### config.mk
export PLATFORM = sky130hd
export DESIGN_NAME = exmem_loader
export DESIGN_NICKNAME = d
export VERILOG_FILES = /design/src/rtl/exmem_loader.sv
export SDC_FILE = /design/constraint.sdc
export NUM_CORES = 1
export LEC_CHECK = 0
export BUFFER_PORTS_ARGS = -buffer_cell sky130_fd_sc_hd__buf_2
export CORE_MARGIN = 5
export CORE_UTILIZATION = 55
export CTS_CLUSTER_DIAMETER = 40
export DETAILED_ROUTE_END_ITERATION = 6
export HOLD_SLACK_MARGIN = 0.06
export PLACE_DENSITY = 0.85
export SYNTH_ARGS = -nofsm -noshare
export SYNTH_HDL_FRONTEND = slang
export SYNTH_SLANG_ARGS = --single-unit
export TNS_END_PERCENT = 5
### constraint.sdc
create_clock -name clk -period 3 [get_ports clk]
set_clock_uncertainty 0.1 [all_clocks]
set_input_delay 0.45 -clock clk [delete_from_list [all_inputs] [get_ports clk]]
set_output_delay 0.45 -clock clk [all_outputs]
set_load 0.005 [all_outputs]
### src/rtl/exmem_loader.sv
// Program loader and port arbiter in front of the external byte memory.
// Streams an image into memory, reads it back to check a byte checksum, then releases the CPU.
module exmem_loader #(
  parameter int WIDTH         = 8,
  parameter int RAM_ADDR_BITS = 8
) (
  input  logic                     clk,
  input  logic                     reset,
  input  logic                     start,
  input  logic [RAM_ADDR_BITS:0]   len,
  input  logic                     in_valid,
  input  logic [WIDTH-1:0]         in_data,
  output logic                     in_ready,
  input  logic                     cpu_en,
  input  logic                     cpu_memwrite,
  input  logic [RAM_ADDR_BITS-1:0] cpu_adr,
  input  logic [WIDTH-1:0]         cpu_writedata,
  output logic                     mem_en,
  output logic                     mem_memwrite,
  output logic [RAM_ADDR_BITS-1:0] mem_adr,
  output logic [WIDTH-1:0]         mem_writedata,
  input  logic [WIDTH-1:0]         mem_memdata,
  output logic                     cpu_reset,
  output logic                     busy,
  output logic                     done,
  output logic                     err,
  output logic [WIDTH-1:0]         checksum
);

  localparam logic [RAM_ADDR_BITS:0]   DEPTH    = {1'b1, {RAM_ADDR_BITS{1'b0}}};
  localparam logic [RAM_ADDR_BITS:0]   CNT_ONE  = {{RAM_ADDR_BITS{1'b0}}, 1'b1};
  localparam logic [RAM_ADDR_BITS-1:0] ADDR_ONE = {{(RAM_ADDR_BITS-1){1'b0}}, 1'b1};

  typedef enum logic [1:0] {IDLE, LOAD, VERIFY, DONE} state_t;

  state_t                   state;
  state_t                   state_next;
  logic [RAM_ADDR_BITS:0]   len_q;
  logic [RAM_ADDR_BITS:0]   len_sat;
  logic [RAM_ADDR_BITS:0]   count;
  logic [RAM_ADDR_BITS:0]   rd_count;
  logic [RAM_ADDR_BITS-1:0] wr_addr;
  logic [RAM_ADDR_BITS-1:0] rd_addr;
  logic [WIDTH-1:0]         rd_sum;
  logic                     rd_valid;
  logic                     xfer;
  logic                     load_last;
  logic                     rd_last;

  // Anything longer than the memory is clipped to one full pass over it.
  assign len_sat   = (len > DEPTH) ? DEPTH : len;
  assign xfer      = (state == LOAD) && in_valid;
  assign load_last = xfer && ((count + CNT_ONE) == len_q);
  assign rd_last   = rd_valid && ((rd_count + CNT_ONE) == len_q);
  assign cpu_reset = reset | busy;

  always_ff @(posedge clk or posedge reset) begin
    if (reset) state <= IDLE;
    else       state <= state_next;
  end

  always_comb begin
    state_next    = state;
    in_ready      = 1'b0;
    busy          = 1'b1;
    done          = 1'b0;
    mem_en        = cpu_en;
    mem_memwrite  = cpu_memwrite;
    mem_adr       = cpu_adr;
    mem_writedata = cpu_writedata;
    case (state)
      IDLE: begin
        busy = 1'b0;
        if (start) state_next = (len_sat == '0) ? DONE : LOAD;
      end
      LOAD: begin
        in_ready      = 1'b1;
        mem_en        = in_valid;
        mem_memwrite  = in_valid;
        mem_adr       = wr_addr;
        mem_writedata = in_data;
        if (load_last) state_next = VERIFY;
      end
      VERIFY: begin
        mem_en        = 1'b1;
        mem_memwrite  = 1'b0;
        mem_adr       = rd_addr;
        mem_writedata = '0;
        if (!rd_valid) state_next = DONE;
      end
      DONE: begin
        mem_en        = 1'b0;
        mem_memwrite  = 1'b0;
        done          = 1'b1;
        state_next    = IDLE;
      end
      default: state_next = IDLE;
    endcase
  end

  // rd_valid means the byte for rd_addr will sit on mem_memdata at the coming edge.
  always_ff @(posedge clk or posedge reset) begin
    if (reset) begin
      len_q    <= '0;
      count    <= '0;
      rd_count <= '0;
      wr_addr  <= '0;
      rd_addr  <= '0;
      checksum <= '0;
      rd_sum   <= '0;
      rd_valid <= 1'b0;
      err      <= 1'b0;
    end else begin
      case (state)
        IDLE: begin
          if (start) begin
            len_q    <= len_sat;
            count    <= '0;
            rd_count <= '0;
            wr_addr  <= '0;
            rd_addr  <= '0;
            checksum <= '0;
            rd_sum   <= '0;
            rd_valid <= 1'b0;
            err      <= 1'b0;
          end
        end
        LOAD: begin
          if (xfer) begin
            wr_addr  <= wr_addr + ADDR_ONE;
            checksum <= checksum + in_data;
            count    <= count + CNT_ONE;
            if (load_last) rd_valid <= 1'b1;
          end
        end
        VERIFY: begin
          if (rd_valid) begin
            rd_addr  <= rd_addr + ADDR_ONE;
            rd_sum   <= rd_sum + mem_memdata;
            rd_count <= rd_count + CNT_ONE;
            if (rd_last) rd_valid <= 1'b0;
          end else begin
            err <= (rd_sum != checksum);
          end
        end
        default: ;
      endcase
    end
  end

endmodule

==> impl_metrics.ini <==
[run_status]
status = finished clean

[cts]
ctsResizeCount = 0
cts_hold_buffers = 0
cts.sinks = 63
cts_setup_buffers = 0
insertion_delay_ns = 0.36
tritoncts = done
cts-root-buf = clkbuf_8
cts_buffers = 9
clk_pin_slew_worst_paths_ns = 0.08
clockBufferDepth = 2
htreeDepth = 3

[worst_setup_path]
required_ns = 2.45
slowest_delay_ns = 0.65
cp-end-kind = primary output
worstPathMaxFanout = 18
crit_path_frequent_cell = inv_1
crit_slowest_cell = ha_1
critPathKind = flop to primary output
r2r_setup_slack_ns = 0.35
critical_path.cell_chain = inv_1, ha_1, inv_1, a22o_1, buf_2
critPathArrivalTime_ns = 2.31
startpoint_type = flop

[placed_design]
place_congestion = 0.948
io_buffer_count = 77
hpwl_um = 8400
post-place-ws_ns = 0.395
place_area_um2 = 4650

[timing]
tightest_slew_ns = 0.963
fin_ws_ns = 0.135
setup_tns_ns = 0
max_freq_mhz = 349
rsz0062_at_grt = no
finalHoldViolations = 0
setup_viol_count_final = 0
maxSlewViolCount = 0
slew_headroom_pct = 35.6
whs_ns = 0.265
min_period_ns = 2.86
finalCritPeriodShare_pct = 95.5

[pwr]
max-vdd-ir-drop_mv = 0.331
p_per_area_nw_per_um2 = 866
p_leak_nw = 2.37
swShare_pct = 43.3
p_int_mw = 2.39
seqPwrFrac_pct = 29.8
p_clk_share_pct = 20.5
pwr-share-comb_pct = 49.7
p_switching_mw = 1.83

[grt]
grt_max_degree = 64
antenna_found_initial = 0
grt_pass1_vias = 3816
grt_pass1_wl_um = 18700
grt_overflow = 0
grt_usage_pct = 24.4

[route]
wire_per_inst_um = 17.4
drtIter0Drc = 258
drc = 0
avgViaCountPerCell = 5.98
ant_nets = 0
num_vias = 3899
first_pass_iters = 5
routed_wl_um = 11300

[layout]
final_common_cell = buf_2
finalNetCount = 620
area_growth_pct = 17.4
postLayoutCellArea_um2 = 4880
most-common-layout-cells = buf_2, dfrtp_1, nand2_1
n_antenna_cell = 0
drive_above_1_share_pct = 19.7

[job]
timing.max_cap.violations = 0

[logic_synthesis]
synth-seq-area-share_pct = 37.9
synth_ff_type = dfrtp_1
ys_ff_latch = 63
async_flop_share_pct = 100
synth_edf_count = 0
synth_area_um2 = 4160
syn_inst = 471
synth.avg_cell_area_um2 = 8.82
yosysWarningCount = 0
ys_types = 44
syn_nets = 543

[die]
io_pins = 78
fp-row-count = 31
die-area_um2 = 9400
dieWidth_um = 96.9
core_area_um2 = 7290
chipHeight_um = 96.9
start_util_pct = 57.0

[hold_path]
worstHoldPathType = input port to flop
-- power groups by stage --
stage	sequential, mW	clock (mW)	combinational [mW]
floorplan	1.16	0	1.43
global placement	1.25	0	2.01
detailed placement	1.26	0	2.09
CTS	1.25	0.867	2.10
global route	1.28	0.911	2.32
finish	1.26	0.866	2.10
-- path summary, 6_finish.rpt --
check                       startpoint               end  cells past startpoint
max                           state[1]  mem_writedata[7]                      5
min                             len[1]          len_q[1]                      3
max reg2reg                   count[0]          state[1]                      8
min reg2reg                rd_count[8]       rd_count[8]                      1
max in group asynchronous        reset         rd_sum[7]                      3
min in group asynchronous        reset          state[1]                      3
-- cell type report --
type / count / area (um^2)
Sequential cell: 63 / 1580
Fill cell: 617 / 2410
Tap cell: 99 / 124
Inverter: 9 / 33.8
Timing Repair Buffer: 85 / 445
Clock inverter: 7 / 103
Clock buffer: 9 / 124
Multi-Input combinational cell: 380 / 2470
-- critical path, delay by kind of cell, from the launching register on --
kind                     cells  cell delay (ns)
buffers and inverters        3             0.59
flip-flops                   1             0.42
AO/OA/AOI/OAI                1             0.29
adder cells (fa/ha/maj)      1             0.65
-- sequential cells by signal, indices dropped and copies added (netlist names) --
register / count
state: 2
rd_valid: 1
rd_count: 9
wr_addr: 8
rd_sum: 8
err: 1
len_q: 9
rd_addr: 8
count: 9
checksum: 8
-- cell families (layout without fill, tap and decap cells) --
kind of cell / count (synthesis) / after routing / share of synthesized area (%)
AO/OA/AOI/OAI: 130 / 130 / 20.4
XOR/XNOR: 52 / 52 / 11.0
adder cells (fa/ha/maj): 25 / 25 / 7.89
buffers and inverters: 28 / 110 / 2.59
flip-flops: 63 / 63 / 37.9
multiplexers: 2 / 2 / 0.632
AND/OR/NAND/NOR: 171 / 171 / 19.6
-- Yosys cell counts, types with 11 or more instances --
master,n,area share (%)
clkbuf_1,16,1.4
a22o_1,24,5.1
ha_1,23,6.9
nand2b_1,13,2.0
a21o_1,11,2.0
o21ai_0,42,5.1
xor2_1,22,4.6
nor2_1,47,4.2
dfrtp_1,63,38
a21oi_1,20,2.4
nand2_1,53,4.8
xnor2_1,30,6.3
nand3_1,18,2.2
-- stage by stage --
stage	power, mW	utilization [%]	instances
CTS	4.22	66.9	652
finish	4.22	66.9	652
detailed placement	3.35	63.8	636
global route	4.51	66.9	652
floorplan	2.59	-	471
global placement	3.26	63.8	636
-- layer usage --
layer | vias up | track usage, % | part of all wire [%]
met2 | 144 | 40.5 | 50
met1 | 1882 | 30.8 | 42
met5 | - | 0 | 0
met3 | 35 | 5.83 | 6.5
met4 | 0 | 9.40 | 2.4
li1 | 1838 | - | -
Note: power is estimated with default switching activity, not from simulation.
